**config.mk**
```make
export PLATFORM = sky130hd
export DESIGN_NAME = dispensador_agua_flat
export DESIGN_NICKNAME = d
export VERILOG_FILES = /design/src/rtl/maquina_cafe_pkg.sv /design/src/rtl/dispensador_agua_if.sv /design/src/rtl/dispensador_agua_temporizador.sv /design/src/rtl/dispensador_agua.sv /design/src/flat_wrapper.sv
export SDC_FILE = /design/constraint.sdc
export NUM_CORES = 1
export LEC_CHECK = 0
export CAP_MARGIN = 0
export CELL_PAD_IN_SITES_DETAIL_PLACEMENT = 0
export CELL_PAD_IN_SITES_GLOBAL_PLACEMENT = 1
export CORE_ASPECT_RATIO = 2
export CORE_MARGIN = 1.5
export CORE_UTILIZATION = 39
export DETAILED_ROUTE_END_ITERATION = 16
export HOLD_SLACK_MARGIN = 0.15
export PLACE_DENSITY_LB_ADDON = 0.1
export RECOVER_POWER = 50
export SYNTH_ARGS = -nofsm -noshare
export SYNTH_HDL_FRONTEND = slang
export SYNTH_SLANG_ARGS = --single-unit
```
**constraint.sdc**
```tcl
create_clock -name Clock -period 2.4 [get_ports Clock]
set_input_delay 0.36 -clock Clock [delete_from_list [all_inputs] [get_ports Clock]]
set_output_delay 0.36 -clock Clock [all_outputs]
set_load 0.03 [all_outputs]
```
**src/rtl/maquina_cafe_pkg.sv**
```systemverilog
// rtl/maquina_cafe_pkg.sv - shared constants and state type for the coffee machine water path
// Contents: reservoir level width, default capacity and doses shared by the
// reservoir and the dispenser, and the dispenser FSM state enum.
package maquina_cafe_pkg;

    // Reservoir level and poured-unit counters are carried on this many bits.
    localparam int AGUA_NIVEL_W = 4;

    // Defaults shared by the reservoir (reload value) and the dispenser (doses).
    localparam int AGUA_CAPACIDADE = 10;
    localparam int AGUA_DOSE_CURTO = 2;
    localparam int AGUA_DOSE_LONGO = 4;

    typedef enum logic [2:0] {
        IDLE        = 3'd0,
        CHECK       = 3'd1,
        POUR        = 3'd2,
        DONE        = 3'd3,
        REFILL_REQ  = 3'd4,
        REFILL_WAIT = 3'd5
    } estado_disp_t;

    // Bits needed to hold any value in 0..max_val.
    function automatic int largura_contador(input int max_val);
        return (max_val < 2) ? 1 : $clog2(max_val + 1);
    endfunction

endpackage

```
**src/rtl/dispensador_agua_if.sv**
```systemverilog
// rtl/dispensador_agua_if.sv - dispenser <-> requester/reservoir signal bundle
// master: drives PedidoCurto, PedidoLongo, TemAgua, TempoDeAgua, HouveRefill and
//         observes Usar, Refill, Ocupado, Pronto, Erro, UnidadesServidas.
// slave:  the dispenser side, with the directions reversed.
interface dispensador_agua_if;
    import maquina_cafe_pkg::*;

    logic                    PedidoCurto;
    logic                    PedidoLongo;
    logic                    TemAgua;
    logic [AGUA_NIVEL_W-1:0] TempoDeAgua;
    logic                    HouveRefill;

    logic                    Usar;
    logic                    Refill;
    logic                    Ocupado;
    logic                    Pronto;
    logic                    Erro;
    logic [AGUA_NIVEL_W-1:0] UnidadesServidas;

    modport master (
        output PedidoCurto, PedidoLongo, TemAgua, TempoDeAgua, HouveRefill,
        input  Usar, Refill, Ocupado, Pronto, Erro, UnidadesServidas
    );

    modport slave (
        input  PedidoCurto, PedidoLongo, TemAgua, TempoDeAgua, HouveRefill,
        output Usar, Refill, Ocupado, Pronto, Erro, UnidadesServidas
    );

endinterface

```
**src/rtl/dispensador_agua_temporizador.sv**
```systemverilog
// rtl/dispensador_agua_temporizador.sv - loadable down-counter for refill hold and timeout
// Ports: Clock, Reset (async, active-high); i_load/i_value reload the counter,
// o_zero is high while the count is zero. The count saturates at zero.
module temporizador_refill #(
    parameter int W = 4
) (
    input  logic         Clock,
    input  logic         Reset,
    input  logic         i_load,
    input  logic [W-1:0] i_value,
    output logic         o_zero
);

    logic [W-1:0] r_count;

    always_ff @(posedge Clock or posedge Reset) begin
        if (Reset) begin
            r_count <= '0;
        end else if (i_load) begin
            r_count <= i_value;
        end else if (r_count != '0) begin
            r_count <= r_count - W'(1);
        end
    end

    assign o_zero = (r_count == '0);

endmodule

```
**src/rtl/dispensador_agua.sv**
```systemverilog
// rtl/dispensador_agua.sv - water dispenser controller for the coffee machine reservoir
// Ports: Clock, Reset (async, active-high); bus (slave modport) carries the
// short/long drink requests, the reservoir status (TemAgua, TempoDeAgua,
// HouveRefill) and the registered outputs Usar, Refill, Ocupado, Pronto, Erro
// and UnidadesServidas.
// Build option: PEDIDO_FILA_EN adds a one-deep register holding the first
// request made while busy; it is served as soon as the FSM is back in IDLE.
module dispensador_agua
    import maquina_cafe_pkg::*;
#(
    parameter int CAPACIDADE     = AGUA_CAPACIDADE,
    parameter int DOSE_CURTO     = AGUA_DOSE_CURTO,
    parameter int DOSE_LONGO     = AGUA_DOSE_LONGO,
    parameter int REFILL_HOLD    = 2,
    parameter int REFILL_TIMEOUT = 8
) (
    input  logic              Clock,
    input  logic              Reset,
    dispensador_agua_if.slave bus
);

    // One timer serves both the hold and the timeout, so size it for the larger.
    localparam int TMR_MAX = (REFILL_HOLD > REFILL_TIMEOUT) ? REFILL_HOLD : REFILL_TIMEOUT;
    localparam int TMR_W   = largura_contador(TMR_MAX);

    localparam logic [AGUA_NIVEL_W-1:0] C_CAP   = AGUA_NIVEL_W'(CAPACIDADE);
    localparam logic [AGUA_NIVEL_W-1:0] C_CURTO = AGUA_NIVEL_W'(DOSE_CURTO);
    localparam logic [AGUA_NIVEL_W-1:0] C_LONGO = AGUA_NIVEL_W'(DOSE_LONGO);

    // The timer is loaded on the entry edge and the exit is taken on the edge
    // where it reads zero, hence the minus one.
    localparam logic [TMR_W-1:0] C_HOLD_LOAD = TMR_W'(REFILL_HOLD - 1);
    localparam logic [TMR_W-1:0] C_TMO_LOAD  = TMR_W'(REFILL_TIMEOUT - 1);

    generate
        if (DOSE_LONGO > CAPACIDADE) begin : g_chk_dose
            $error("dispensador_agua: DOSE_LONGO larger than CAPACIDADE");
        end
        if (CAPACIDADE >= (1 << AGUA_NIVEL_W)) begin : g_chk_cap
            $error("dispensador_agua: CAPACIDADE does not fit the level width");
        end
        if (DOSE_CURTO < 1 || DOSE_LONGO < 1) begin : g_chk_dose_min
            $error("dispensador_agua: doses must be at least one unit");
        end
        if (REFILL_HOLD < 1 || REFILL_TIMEOUT < 1) begin : g_chk_tmr
            $error("dispensador_agua: refill hold and timeout must be at least one cycle");
        end
    endgenerate

    estado_disp_t            r_estado;
    logic [AGUA_NIVEL_W-1:0] r_dose;
    logic [AGUA_NIVEL_W-1:0] r_unidades;
    logic                    r_usar;
    logic                    r_refill;
    logic                    r_ocupado;
    logic                    r_pronto;
    logic                    r_erro;

    estado_disp_t            w_estado_nxt;
    logic [AGUA_NIVEL_W-1:0] w_dose_nxt;
    logic [AGUA_NIVEL_W-1:0] w_unid_nxt;
    logic [AGUA_NIVEL_W-1:0] w_unid_inc;
    logic                    w_usar_nxt;
    logic                    w_refill_nxt;
    logic                    w_ocupado_nxt;
    logic                    w_pronto_nxt;
    logic                    w_erro_nxt;

    logic                    w_tmr_load;
    logic [TMR_W-1:0]        w_tmr_value;
    logic                    w_tmr_zero;

    // Request seen by the FSM in IDLE: valid flag and which dose it asks for.
    logic                    w_req_valid;
    logic                    w_req_longo;

`ifdef PEDIDO_FILA_EN
    logic r_pend_valid;
    logic r_pend_longo;

    // A waiting request is always served before a fresh one in IDLE.
    always_ff @(posedge Clock or posedge Reset) begin
        if (Reset) begin
            r_pend_valid <= 1'b0;
            r_pend_longo <= 1'b0;
        end else if (r_estado == IDLE && r_pend_valid) begin
            r_pend_valid <= 1'b0;
        end else if (r_ocupado && !r_pend_valid && (bus.PedidoCurto || bus.PedidoLongo)) begin
            r_pend_valid <= 1'b1;
            r_pend_longo <= ~bus.PedidoCurto;
        end
    end

    assign w_req_valid = r_pend_valid | bus.PedidoCurto | bus.PedidoLongo;
    assign w_req_longo = r_pend_valid ? r_pend_longo : ~bus.PedidoCurto;
`else
    assign w_req_valid = bus.PedidoCurto | bus.PedidoLongo;
    // Short wins when both arrive together.
    assign w_req_longo = ~bus.PedidoCurto;
`endif

    temporizador_refill #(
        .W (TMR_W)
    ) u_temporizador (
        .Clock   (Clock),
        .Reset   (Reset),
        .i_load  (w_tmr_load),
        .i_value (w_tmr_value),
        .o_zero  (w_tmr_zero)
    );

    assign w_unid_inc = r_unidades + AGUA_NIVEL_W'(1);

    always_ff @(posedge Clock or posedge Reset) begin
        if (Reset) begin
            r_estado   <= IDLE;
            r_dose     <= '0;
            r_unidades <= '0;
            r_usar     <= 1'b0;
            r_refill   <= 1'b0;
            r_ocupado  <= 1'b0;
            r_pronto   <= 1'b0;
            r_erro     <= 1'b0;
        end else begin
            r_estado   <= w_estado_nxt;
            r_dose     <= w_dose_nxt;
            r_unidades <= w_unid_nxt;
            r_usar     <= w_usar_nxt;
            r_refill   <= w_refill_nxt;
            r_ocupado  <= w_ocupado_nxt;
            r_pronto   <= w_pronto_nxt;
            r_erro     <= w_erro_nxt;
        end
    end

    // Outputs are computed for the next state and registered, so each output
    // is valid for exactly the cycles spent in the state that owns it.
    always_comb begin
        w_estado_nxt = r_estado;
        w_dose_nxt   = r_dose;
        w_unid_nxt   = r_unidades;
        w_usar_nxt   = 1'b0;
        w_refill_nxt = 1'b0;
        w_pronto_nxt = 1'b0;
        w_erro_nxt   = 1'b0;
        w_tmr_load   = 1'b0;
        w_tmr_value  = '0;

        unique case (r_estado)
            IDLE: begin
                if (w_req_valid) begin
                    w_dose_nxt   = w_req_longo ? C_LONGO : C_CURTO;
                    w_unid_nxt   = '0;
                    w_estado_nxt = CHECK;
                end
            end

            CHECK: begin
                if (bus.TempoDeAgua >= r_dose) begin
                    w_usar_nxt   = 1'b1;
                    w_estado_nxt = POUR;
                end else begin
                    w_refill_nxt = 1'b1;
                    w_tmr_load   = 1'b1;
                    w_tmr_value  = C_HOLD_LOAD;
                    w_estado_nxt = REFILL_REQ;
                end
            end

            // r_unidades counts units whose Usar cycle has completed, so it
            // trails Usar by one cycle and reaches the dose as Usar drops.
            POUR: begin
                if (!bus.TemAgua && (r_unidades < r_dose)) begin
                    w_erro_nxt   = 1'b1;
                    w_unid_nxt   = '0;
                    w_dose_nxt   = '0;
                    w_estado_nxt = IDLE;
                end else begin
                    w_unid_nxt = w_unid_inc;
                    if (w_unid_inc == r_dose) begin
                        w_pronto_nxt = 1'b1;
                        w_estado_nxt = DONE;
                    end else begin
                        w_usar_nxt = 1'b1;
                    end
                end
            end

            DONE: begin
                w_estado_nxt = IDLE;
            end

            REFILL_REQ: begin
                if (w_tmr_zero) begin
                    // Refill falls here; the reservoir reloads on that edge.
                    w_tmr_load   = 1'b1;
                    w_tmr_value  = C_TMO_LOAD;
                    w_estado_nxt = REFILL_WAIT;
                end else begin
                    w_refill_nxt = 1'b1;
                end
            end

            // Confirmation is tested before the timeout so a late confirm wins.
            REFILL_WAIT: begin
                if (bus.HouveRefill || (bus.TempoDeAgua == C_CAP)) begin
                    w_unid_nxt   = '0;
                    w_estado_nxt = CHECK;
                end else if (w_tmr_zero) begin
                    w_erro_nxt   = 1'b1;
                    w_dose_nxt   = '0;
                    w_estado_nxt = IDLE;
                end
            end

            default: begin
                w_estado_nxt = IDLE;
            end
        endcase

        w_ocupado_nxt = (w_estado_nxt != IDLE);
    end

    assign bus.Usar             = r_usar;
    assign bus.Refill           = r_refill;
    assign bus.Ocupado          = r_ocupado;
    assign bus.Pronto           = r_pronto;
    assign bus.Erro             = r_erro;
    assign bus.UnidadesServidas = r_unidades;

endmodule

```
**src/flat_wrapper.sv**
```systemverilog
// flat-port wrapper written by rule: the top's interface ports become plain ports
module dispensador_agua_flat import maquina_cafe_pkg::*;
#(
    parameter int CAPACIDADE     = AGUA_CAPACIDADE,
    parameter int DOSE_CURTO     = AGUA_DOSE_CURTO,
    parameter int DOSE_LONGO     = AGUA_DOSE_LONGO,
    parameter int REFILL_HOLD    = 2,
    parameter int REFILL_TIMEOUT = 8
)
  (Clock, Reset, bus_PedidoCurto, bus_PedidoLongo, bus_TemAgua, bus_TempoDeAgua, bus_HouveRefill, bus_Usar, bus_Refill, bus_Ocupado, bus_Pronto, bus_Erro, bus_UnidadesServidas);
  dispensador_agua_if bus_i ();
  input  logic Clock;
  input  logic Reset;
  input wire logic [$bits(bus_i.PedidoCurto)-1:0] bus_PedidoCurto;
  input wire logic [$bits(bus_i.PedidoLongo)-1:0] bus_PedidoLongo;
  input wire logic [$bits(bus_i.TemAgua)-1:0] bus_TemAgua;
  input wire logic [$bits(bus_i.TempoDeAgua)-1:0] bus_TempoDeAgua;
  input wire logic [$bits(bus_i.HouveRefill)-1:0] bus_HouveRefill;
  output wire logic [$bits(bus_i.Usar)-1:0] bus_Usar;
  output wire logic [$bits(bus_i.Refill)-1:0] bus_Refill;
  output wire logic [$bits(bus_i.Ocupado)-1:0] bus_Ocupado;
  output wire logic [$bits(bus_i.Pronto)-1:0] bus_Pronto;
  output wire logic [$bits(bus_i.Erro)-1:0] bus_Erro;
  output wire logic [$bits(bus_i.UnidadesServidas)-1:0] bus_UnidadesServidas;
  assign bus_i.PedidoCurto = bus_PedidoCurto;
  assign bus_i.PedidoLongo = bus_PedidoLongo;
  assign bus_i.TemAgua = bus_TemAgua;
  assign bus_i.TempoDeAgua = bus_TempoDeAgua;
  assign bus_i.HouveRefill = bus_HouveRefill;
  assign bus_Usar = bus_i.Usar;
  assign bus_Refill = bus_i.Refill;
  assign bus_Ocupado = bus_i.Ocupado;
  assign bus_Pronto = bus_i.Pronto;
  assign bus_Erro = bus_i.Erro;
  assign bus_UnidadesServidas = bus_i.UnidadesServidas;
  dispensador_agua #(.CAPACIDADE(CAPACIDADE), .DOSE_CURTO(DOSE_CURTO), .DOSE_LONGO(DOSE_LONGO), .REFILL_HOLD(REFILL_HOLD), .REFILL_TIMEOUT(REFILL_TIMEOUT)) u_core (.Clock(Clock), .Reset(Reset), .bus(bus_i));
endmodule
```
-- Yosys cells after proc, flatten, opt, wreduce, memory -nomap -nowiden
Index checks and enable logic that the tools add are counted.
- bits in registers: 20
- bits in latches: 0
- memory bits (writable): 0
- ROM bits: 0
- input port bits: 10
- memories: 0
- add/sub/neg operators: 2
- multiply operators: 0
- divide/modulo/power cells: 0
- order comparisons: 2
- equality and inequality tests: 11
- shifts and indexed selects: 0
- mux-type cells: 38
- bitwise logic cells: 1
- reduce and logical (&&, ||, !) cells: 11
- operators by type and width (operator ; count):
    2-to-1 mux 4 bit ; 9
    2-to-1 mux 3 bit ; 9
    one-hot mux 4 bit (3 select lines) ; 2
    one-hot mux 3 bit (5 select lines) ; 1
    2-to-1 mux 1 bit ; 12
    one-hot mux 1 bit (2 select lines) ; 4
    one-hot mux 4 bit (2 select lines) ; 1
    == test 3 bit, second input constant ; 2
    != test 2 x 1 -> 1 bit, second input constant ; 3
    nonzero test 3 bit ; 2
    AND reduction 5 bit ; 1
    adder 4 x 1 -> 4 bit, second input constant ; 1
    == test 4 bit ; 1
    == test 4 bit, second input constant ; 1
    >= comparator 4 bit ; 1
    logical NOT 4 bit ; 1
    < comparator 4 bit ; 1
    != test 2 bit, second input constant ; 2
    nonzero test 4 bit ; 1
    subtractor 4 x 1 -> 4 bit, second input constant ; 1
    == test 3 x 1 -> 1 bit, second input constant ; 1
    == test 3 x 2 -> 1 bit, second input constant ; 1
    logical NOT 3 bit ; 1
    AND reduction 3 bit ; 1
    5 further kinds ; 5

-- Logic depth before layout (Yosys ltp)
Gate-level depths: netlist of run 1.
- depth after elaboration: 6
- gate-level depth with buffers: 7
- gate-level depth less buffers: 6

-- Hierarchy
Synthesis of run 1 repeated with hierarchy kept, for this count alone.
- cell total of the unflattened synthesis: 107
- area, all modules: 1109.8 um^2
- modules (own cells, without submodules) (module ; instances ; cells an instance ; area an instance (um^2) ; seq. area each (um^2)):
    dispensador_agua ; 1 ; 84 ; 873.3 ; 350.3
    temporizador_refill ; 1 ; 23 ; 236.5 ; 100.1

-- Worst setup path before layout of run 1
OpenSTA, ideal clock, no wires.
- path kind: reg2reg
- from: register u_core.u_temporizador.r_count[0]
- to: register u_core.r_ocupado (netlist: u_core.bus.Ocupado)
- setup time: 132 ps
- arrival time: 1799 ps
- data required time: 2268 ps
- path slack: 470 ps
- cell stages (with the launch flop): 8
- path buffers: 1
- period minus slack after synthesis: 1930 ps
- cells stage by stage: dfrtp_1 inv_1 ha_1 or3b_1 buf_6 o31a_1 o21ai_1 or3b_1
- longest elaborated chain between the ends: 5
- RTL lines (item ; RTL line ; RTL):
    start: declaration ; dispensador_agua_temporizador.sv:14 ; logic [W-1:0] r_count;
    start signal: assignment ; dispensador_agua_temporizador.sv:20 ; r_count <= i_value;
    start signal: assignment ; dispensador_agua_temporizador.sv:22 ; r_count <= r_count - W'(1);
    logical NOT 4 bit (*) ; dispensador_agua_temporizador.sv:26 ; assign o_zero = (r_count == '0);
    2-to-1 mux 3 bit ; dispensador_agua.sv:209 ; end else if (w_tmr_zero) begin
    2-to-1 mux 3 bit ; dispensador_agua.sv:206 ; if (bus.HouveRefill || (bus.TempoDeAgua == C_CAP)) begin
    one-hot mux 3 bit (5 select lines) (*) ; dispensador_agua.sv:149 ; unique case (r_estado)
    nonzero test 3 bit (*) ; dispensador_agua.sv:221 ; w_ocupado_nxt = (w_estado_nxt != IDLE);
    named net u_core.w_ocupado_nxt ; dispensador_agua.sv:65 ; logic w_ocupado_nxt;
    end signal: assignment ; dispensador_agua.sv:130 ; r_ocupado <= w_ocupado_nxt;
    end: declaration ; dispensador_agua.sv:55 ; logic r_ocupado;
The timed path passes the listed nets; every way through them passes the cells marked *.
A chain may end at the register's enable or synchronous reset.

-- Final worst setup path of run 1
Ends and elaborated chain as after synthesis.

==> reports/results.ini, run 1 <==
[grt]
grt_start_max_net_pins=19
antenna_found_initial=0
grt_usage_pct=19.2
grt-ovfl-total=0
grt_pass1_vias=859
grt_pass1_wl_mm=4.10

[hold_path]
hold_class=reg2reg

[drt]
firstDrtPassIters=4
highest_layer=met4
post_drt_wl_per_cell_um=16.9
met3_length_um=79
route.vias.total=908
drc=0
wirelength_mm=2.60
antenna_left=0
viasPerCell=5.90
met1Wirelength_um=931
drtIter0Drc=19
wl_met2_mm=1.53

[outcome]
outcome=finished clean

[floorplan]
initial_utilization_pct=41.3
io_pins=19
die_area_um2=3100
fp.dieH_um=77.3
core_um2=2600
rows=26
die_w_um=40.1

[cells_and_area]
fin_cells=154
fillers=263
antenna_cells=0
final_layout_size_suffix_gt1_share_pct=7.94
ff_latch_area_um2=450
multiInputGateArea_um2=577
final_common_cell=dfrtp_1
final_cell_mix=dfrtp_1 (18), clkdlybuf4s50_1 (13), nor2_1 (8), inv_1 (8), nand2_1 (6)
fin_nets=143
finish.utilization_pct=50.8
area_delta_synth_final_pct=22.8

[timing]
fin_skew_ns=0.00590
min_period_over_period_pct=89.3
period_minus_slack_ns=2.14
hold_viol=0
max_freq_mhz=467
setup_tns_ns=0
slew_violations=0
tightest_slew_ns=0.741
rsz0062_at_grt=no
slew_headroom_pct=50.5
worst_slack_ns=0.257
setup_viol=0

[synth]
yosysWarnings=0
yosys.area.top_type=dfrtp_1
synth_seq_cells=18
yosysTopAreaCellShare_pct=41.9
syn_inst=107
synth_edf_count=0
ys_types=45
synth_nets=122
yosysSeqAreaShare_pct=41.9
syn_area_um2=1080
synth_ff_type=dfrtp_1
ys_async_sr_fraction_pct=100
yosys-top-cells-area=dfrtp_1 (42%), ha_1 (5.8%), inv_1 (2.8%)
avgSynthCellArea_um2=10.1

[clock_network]
clock_latency_ns=0.26
clk_pin_slew_ns=0.07
hold_buffers=0
root_buffer=clkbuf_8
tritoncts=done
clock_path_buffers=2
post_cts.repair.setup_buffers=0
cts_max_level=1
cts.sinks=18
cts_resized=0
cts-buffers-inserted=3

[placement]
place_ws_ns=0.203
place.gp.congestion=0.801
port_buffers=18
dpl.hpwl_mm=2.04
post-place-cells=151

[worst_setup_path]
worstSetupPathType=reg2reg
r2r_slack_ns=0.26
startpoint_type=flop
crit_fanout=9
worstPathRequired_ns=2.53
worst_setup_path_end_kind=flop
cp.arrival_ns=2.28

[job]
drv_cap=0

[power]
vdd_drop_max_v=0.000440
power.density_nw_per_um2=1120
leakage_nw=0.578

==> synth_stat cells, types with 2 or more instances <==
master / count
a22o_1: 2
clkbuf_1: 2
dfrtp_1: 18
ha_1: 5
inv_1: 8
nand2_1: 6
nand2b_1: 2
nand3_1: 4
nand3b_1: 2
nor2_1: 8
nor3_1: 4
nor4b_1: 2
nor4bb_1: 2
o211ai_1: 4
o21ai_0: 3
o22ai_1: 2
or3_1: 2
or3b_1: 2
xnor2_1: 3
==> path summary, 6_finish.rpt <==
check | startpoint | endpoint | cells after the start
min in group asynchronous | Reset | u_core.u_temporizador.r_count[2] | 2
max reg2reg | u_core.u_temporizador.r_count[0] | u_core.bus.Ocupado | 6
max in group asynchronous | Reset | u_core.bus.UnidadesServidas[2] | 2
min | u_core.u_temporizador.r_count[0] | u_core.u_temporizador.r_count[0] | 2
max | u_core.u_temporizador.r_count[0] | u_core.bus.Ocupado | 6
min reg2reg | u_core.u_temporizador.r_count[0] | u_core.u_temporizador.r_count[0] | 2
==> state kept, by name, indices dropped and copies added, names as in the netlist <==
register,flops
u_core.bus.UnidadesServidas,4
u_core.u_temporizador.r_count,4
u_core.r_estado,3
u_core.r_dose,2
u_core.bus.Erro,1
u_core.bus.Ocupado,1
u_core.bus.Pronto,1
u_core.bus.Refill,1
u_core.bus.Usar,1
==> metal layers <==
metal / vias up / global-route usage [%]
met5: - / 0
met4: 0 / 8.28
met3: 7 / 1.73
met2: 20 / 34.0
met1: 443 / 20.9
li1: 438 / -
==> cells by family after synthesis <==
logic type	Yosys count	share of synthesized area, %
muxes	1	1.05
AOI/OAI and AO/OA	26	20.0
xor gates and xnor gates	4	3.26
adders and majority gates	5	5.81
buffers and inverters	11	4.54
and+or+nand+nor	42	23.5
DFF	18	41.9
==> power breakdown <==
group          internal, W  switching [W]
Clock             0.000112       0.000103
Sequential        0.000412       0.000124
Combinational     0.000326       0.000406
Total             0.000850       0.000633
==> per-stage QoR <==
stage | power (W) | instance area [um^2] | hold WS [ns]
floorplan | 0.00106 | 1080 | 0.299
global placement | 0.00128 | 1280 | 0.567
detailed placement | 0.00129 | 1280 | 0.602
CTS | 0.00150 | 1320 | 0.560
global route | 0.00160 | 1320 | 0.647
finish | 0.00148 | 1320 | 0.607
==> worst max-delay path, cell delays in order (launching register included) <==
cell     delay, ns
dfrtp_1       0.39
inv_1         0.08
ha_1          0.23
or3b_1        0.51
o31a_1        0.30
o21ai_1       0.13
or3b_1        0.37
==> layout make-up <==
class,instances,area share (%)
multi-input cells,78,43.7
repair buffers,19,14.2
clock buffers,3,3.12
inverters,8,2.27
flip-flops and latches,18,34.1
well taps,28,2.65
No activity file was read; power rests on OpenSTA's default activity.
==> run 2, diff against run 1 <==
--- a/config.mk
+++ b/config.mk
@@ -13,7 +13,7 @@
 export CORE_UTILIZATION = 39
 export DETAILED_ROUTE_END_ITERATION = 16
 export HOLD_SLACK_MARGIN = 0.15
-export PLACE_DENSITY_LB_ADDON = 0.1
+export PLACE_DENSITY_LB_ADDON = 0.25
 export RECOVER_POWER = 50
 export SYNTH_ARGS = -nofsm -noshare
 export SYNTH_HDL_FRONTEND = slang
==> reports/results.ini, run 2 (synthesized netlist as in run 1, its figures left out) <==
[clock_network]
clock_latency_ns=0.26
hold_buffers=0
cts-buffers-inserted=3
cts_resized=0
cts.sinks=18
clock_path_buffers=2
clk_pin_slew_ns=0.07
post_cts.repair.setup_buffers=0
root_buffer=clkbuf_8
cts_max_level=1
tritoncts=done

[timing]
period_minus_slack_ns=2.04
hold_viol=0
max_freq_mhz=491
slew_violations=0
fin_skew_ns=0.00344
tightest_slew_ns=0.706
min_period_over_period_pct=84.9
setup_viol=0
slew_headroom_pct=52.9
setup_tns_ns=0
rsz0062_at_grt=no

[grt]
antenna_found_initial=0
grt-ovfl-total=0
grt_pass1_wl_mm=4.34
grt_usage_pct=20.2
grt_start_max_net_pins=19
grt_pass1_vias=933

[job]
drv_cap=0

[worst_setup_path]
slowest_stage=or3b_1
path_cells=inv_1 > ha_1 > or3b_1 > o31a_1 > o21ai_1 > or3b_1
worstPathRequired_ns=2.53
cp.arrival_ns=2.17
worstSetupPathType=reg2reg
startpoint_type=flop
cpMostUsedCell=or3b_1
path_buf_inv=1
crit_fanout=5
critPathTopFamily=simple AND/OR/NAND/NOR gates
worst_setup_path_end_kind=flop
cpPeakStageDelay_ns=0.42
r2r_slack_ns=0.36

[floorplan]
die_w_um=40.1
die_area_um2=3100
fp.dieH_um=77.3
rows=26
initial_utilization_pct=41.3
core_um2=2600
io_pins=19

[drt]
firstDrtPassIters=4
drc=0
drtIter0Drc=24
highest_layer=met4
viasPerCell=5.78
antenna_left=0
wl_met2_mm=1.54
route.vias.total=907
post_drt_wl_per_cell_um=16.9
wirelength_mm=2.66
met1Wirelength_um=958
met3_length_um=63

[power]
clkPwrFrac_pct=16.2
combPwrFrac_pct=49.0
internal-power_w=0.000893
leakage_nw=0.594
p_sw_share_pct=42.0
seq_power_share_pct=34.8
power.density_nw_per_um2=1140
p_switching_w=0.000647
vdd_drop_max_v=0.000681

[cells_and_area]
fin_nets=145
antenna_cells=0
finish.utilization_pct=51.9
fin_area_um2=1350
final_common_cell=dfrtp_1
final_cell_mix=dfrtp_1 (18), clkdlybuf4s50_1 (13), nor2_1 (8), inv_1 (8), nand2_1 (6)
area_delta_synth_final_pct=25.5
final_layout_size_suffix_gt1_share_pct=10.1

[placement]
port_buffers=18
place.gp.congestion=0.860
dpl.hpwl_mm=2.11
place_area_um2=1290

[outcome]
outcome=finished clean

[hold_path]
hold_class=reg2reg

-- run 2: cell count changes in the layout (fill, tap and decap cells not counted), sizes merged --
cell,delta
buf,+2
clkbuf,+1
-- run 2: area by class of cell --
cell class | instances | area, um^2
clock buffer | 4 | 55.1
timing repair buffer | 21 | 203
inverter | 8 | 30.0
multi-input combinational | 78 | 577
fill | 257 | 1250
tap | 28 | 35.0
sequential | 18 | 450
-- run 2: final timing paths --
check,startpoint,end,depth (start not counted)
worst max-delay path,u_core.u_temporizador.r_count[0],u_core.bus.Ocupado,6
worst min-delay path,u_core.u_temporizador.r_count[0],u_core.u_temporizador.r_count[0],2
worst max register to register,u_core.u_temporizador.r_count[0],u_core.bus.Ocupado,6
worst min register to register,u_core.u_temporizador.r_count[0],u_core.u_temporizador.r_count[0],2
max in group asynchronous,Reset,u_core.bus.Refill,2
min in group asynchronous,Reset,u_core.r_estado[0],2
-- run 2: metal layers --
metal  track usage (%)  vias to the layer above
li1                  -                      440
met4              10.7                        0
met5                 0                        -
met2              35.2                       16
met1              22.1                      444
met3             0.867                        7
-- run 2: power by group through the flow --
stage	combinational (W)	clock (W)	sequential, W
2_1_floorplan	0.000501	0	0.000563
3_3_place_gp	0.000748	0	0.000537
3_5_place_dp	0.000762	0	0.000541
4_1_cts	0.000766	0.000253	0.000536
5_1_grt	0.000840	0.000266	0.000554
6_report	0.000754	0.000249	0.000536
-- run 2: worst min-delay path: cells and delay by family (launching register included) --
kind | cells | cell delay [ns]
DFF | 1 | 0.39
AOI/OAI and AO/OA | 1 | 0.11
and+or+nand+nor | 1 | 0.06
-- run 2: through the flow --
step	setup slack, ns	total power, W	instances	hold slack (ns)
after global placement	0.221	0.00129	153	0.565
after global routing	0.241	0.00166	157	0.632
after floorplan	0.470	0.00106	107	0.299
final	0.363	0.00154	157	0.592
after CTS	0.360	0.00156	157	0.547
after detailed placement	0.196	0.00130	153	0.585
==> run 3, diff against run 2 <==
==> constraint.sdc (replaced) <==
create_clock -name Clock -period 1.9 [get_ports Clock]
set_input_delay 0.285 -clock Clock [delete_from_list [all_inputs] [get_ports Clock]]
set_output_delay 0.285 -clock Clock [all_outputs]
set_load 0.03 [all_outputs]
==> reports/results.ini, run 3 (synthesized netlist as in run 1, its figures left out) <==
[power]
power.density_nw_per_um2=1470
leakage_nw=0.680
vdd_drop_max_v=0.000881
total_power_w=0.00220

[worst_setup_path]
path_cells=inv_2 > ha_2 > or3b_4 > o31a_1 > o21ai_2 > or3b_1
worst_setup_path_end_kind=flop
cpPeakStageDelay_ns=0.39
worstSetupPathType=reg2reg
r2r_start=u_core.u_temporizador.r_count[0]
path_buf_inv=1
crit_fanout=4
critical_path.startpoint=u_core.u_temporizador.r_count[0]
startpoint_type=flop
worstPathRequired_ns=2.03
r2r_slack_ns=0.04
critPathTopFamily=simple AND/OR/NAND/NOR gates
slowest_stage=dfrtp_1
cp.arrival_ns=1.99

[clock_network]
cts-buffers-inserted=3
clk_pin_slew_ns=0.07
clock_path_buffers=2
root_buffer=clkbuf_8
clock_latency_ns=0.25
cts.sinks=18
cts_max_level=1
tritoncts=done
hold_buffers=0

[drt]
post_drt_wl_per_cell_um=16.0
drc=0
route.vias.total=1007
firstDrtPassIters=4
viasPerCell=5.75
wirelength_mm=2.80
antenna_left=0
drtIter0Drc=10

[cells_and_area]
antenna_cells=0
fin_area_um2=1500
fin_cells=175
fillers=242
fin_nets=163
final_cell_mix=buf_4 (20), dfrtp_1 (18), clkdlybuf4s50_1 (14), nor2_1 (8), inv_1 (7)
final_layout_size_suffix_gt1_share_pct=23.8
final_common_cell=buf_4
area_delta_synth_final_pct=39.2

[timing]
period_minus_slack_ns=1.86
max_freq_mhz=537
fin_skew_ns=0.00269
setup_viol=0
tightest_slew_ns=1.03
min_period_over_period_pct=97.9
rsz0062_at_grt=yes
slew_violations=0
slew_headroom_pct=31.6
hold_viol=0

[outcome]
outcome=finished clean

[grt]
grt-ovfl-total=0
grt_usage_pct=22.1
antenna_found_initial=0
grt_pass1_wl_mm=4.85
grt_start_max_net_pins=19
grt_pass1_vias=1082

[placement]
place.gp.congestion=0.849
port_buffers=18
dpl.hpwl_mm=2.26
post-place-cells=169
place_area_um2=1420

[floorplan]
fp.dieH_um=77.3
die_w_um=40.1
initial_utilization_pct=41.3
die_area_um2=3100
core_um2=2600
rows=26
io_pins=19

[hold_path]
hp-start=u_core.u_temporizador.r_count[2]
hold_class=reg2reg

[job]
drv_cap=0

## run 3: area by class of cell
class                           instances  area [um^2]  share of cell area (%)
Tap cell                               28         35.0                    2.34
Inverter                                8         30.0                    2.01
Multi-Input combinational cell         78          593                    39.6
Clock buffer                            4         55.1                    3.68
Sequential cell                        18          450                    30.1
Timing Repair Buffer                   39          334                    22.3
## run 3: worst register-to-register path, cell delays in order, from the launching register on
cell and delay, ns:
dfrtp_1 0.39, inv_2 0.06, ha_2 0.17, or3b_4 0.39, o31a_1 0.26, o21ai_2 0.12
or3b_1 0.35
## run 3: per-stage QoR
step	hold slack, ns	util [%]	TNS (ns)	setup slack (ns)
floorplan	0.224	-	-0.0189	-0.0189
global placement	0.591	54.5	-0.252	-0.0833
detailed placement	0.605	54.5	-0.600	-0.108
CTS	0.351	57.0	0	0.00286
global route	0.649	57.5	-0.101	-0.0580
finish	0.615	57.5	0	0.0390
## run 3: final timing paths
| path | depth (start not counted) | to |
|---|---|---|
| worst min register to register | 2 | u_core.u_temporizador.r_count[2] |
| worst max-delay path | 6 | u_core.bus.Ocupado |
| worst min-delay path | 2 | u_core.u_temporizador.r_count[2] |
| worst max register to register | 6 | u_core.bus.Ocupado |
| min in group asynchronous | 3 | u_core.bus.Usar |
| max in group asynchronous | 3 | u_core.bus.Ocupado |
## run 3: repair_timing
item | CTS | global route
endpoints found under the setup margin | 2 | 2
buffers inserted | 1 | 1
pin swaps | 2 | 2
resized for setup | 2 | 3
## run 3: power breakdown
part | total, W | internal [W] | switching (W)
logic | 0.00125 | 0.000623 | 0.000630
registers | 0.000629 | 0.000521 | 0.000108
clock network | 0.000319 | 0.000184 | 0.000135
total | 0.00220 | 0.00133 | 0.000873
## run 3: routing by layer
metal  share of wire (%)  vias to the layer above  global-route usage, %  wire (um)
met1                  35                      503                   24.3        969
met5                   0                        -                      0          0
met3                 2.2                        9                   2.60         63
met2                  59                       16                   37.4       1650
met4                 4.3                        0                   12.1        121
li1                    -                      479                      -          -
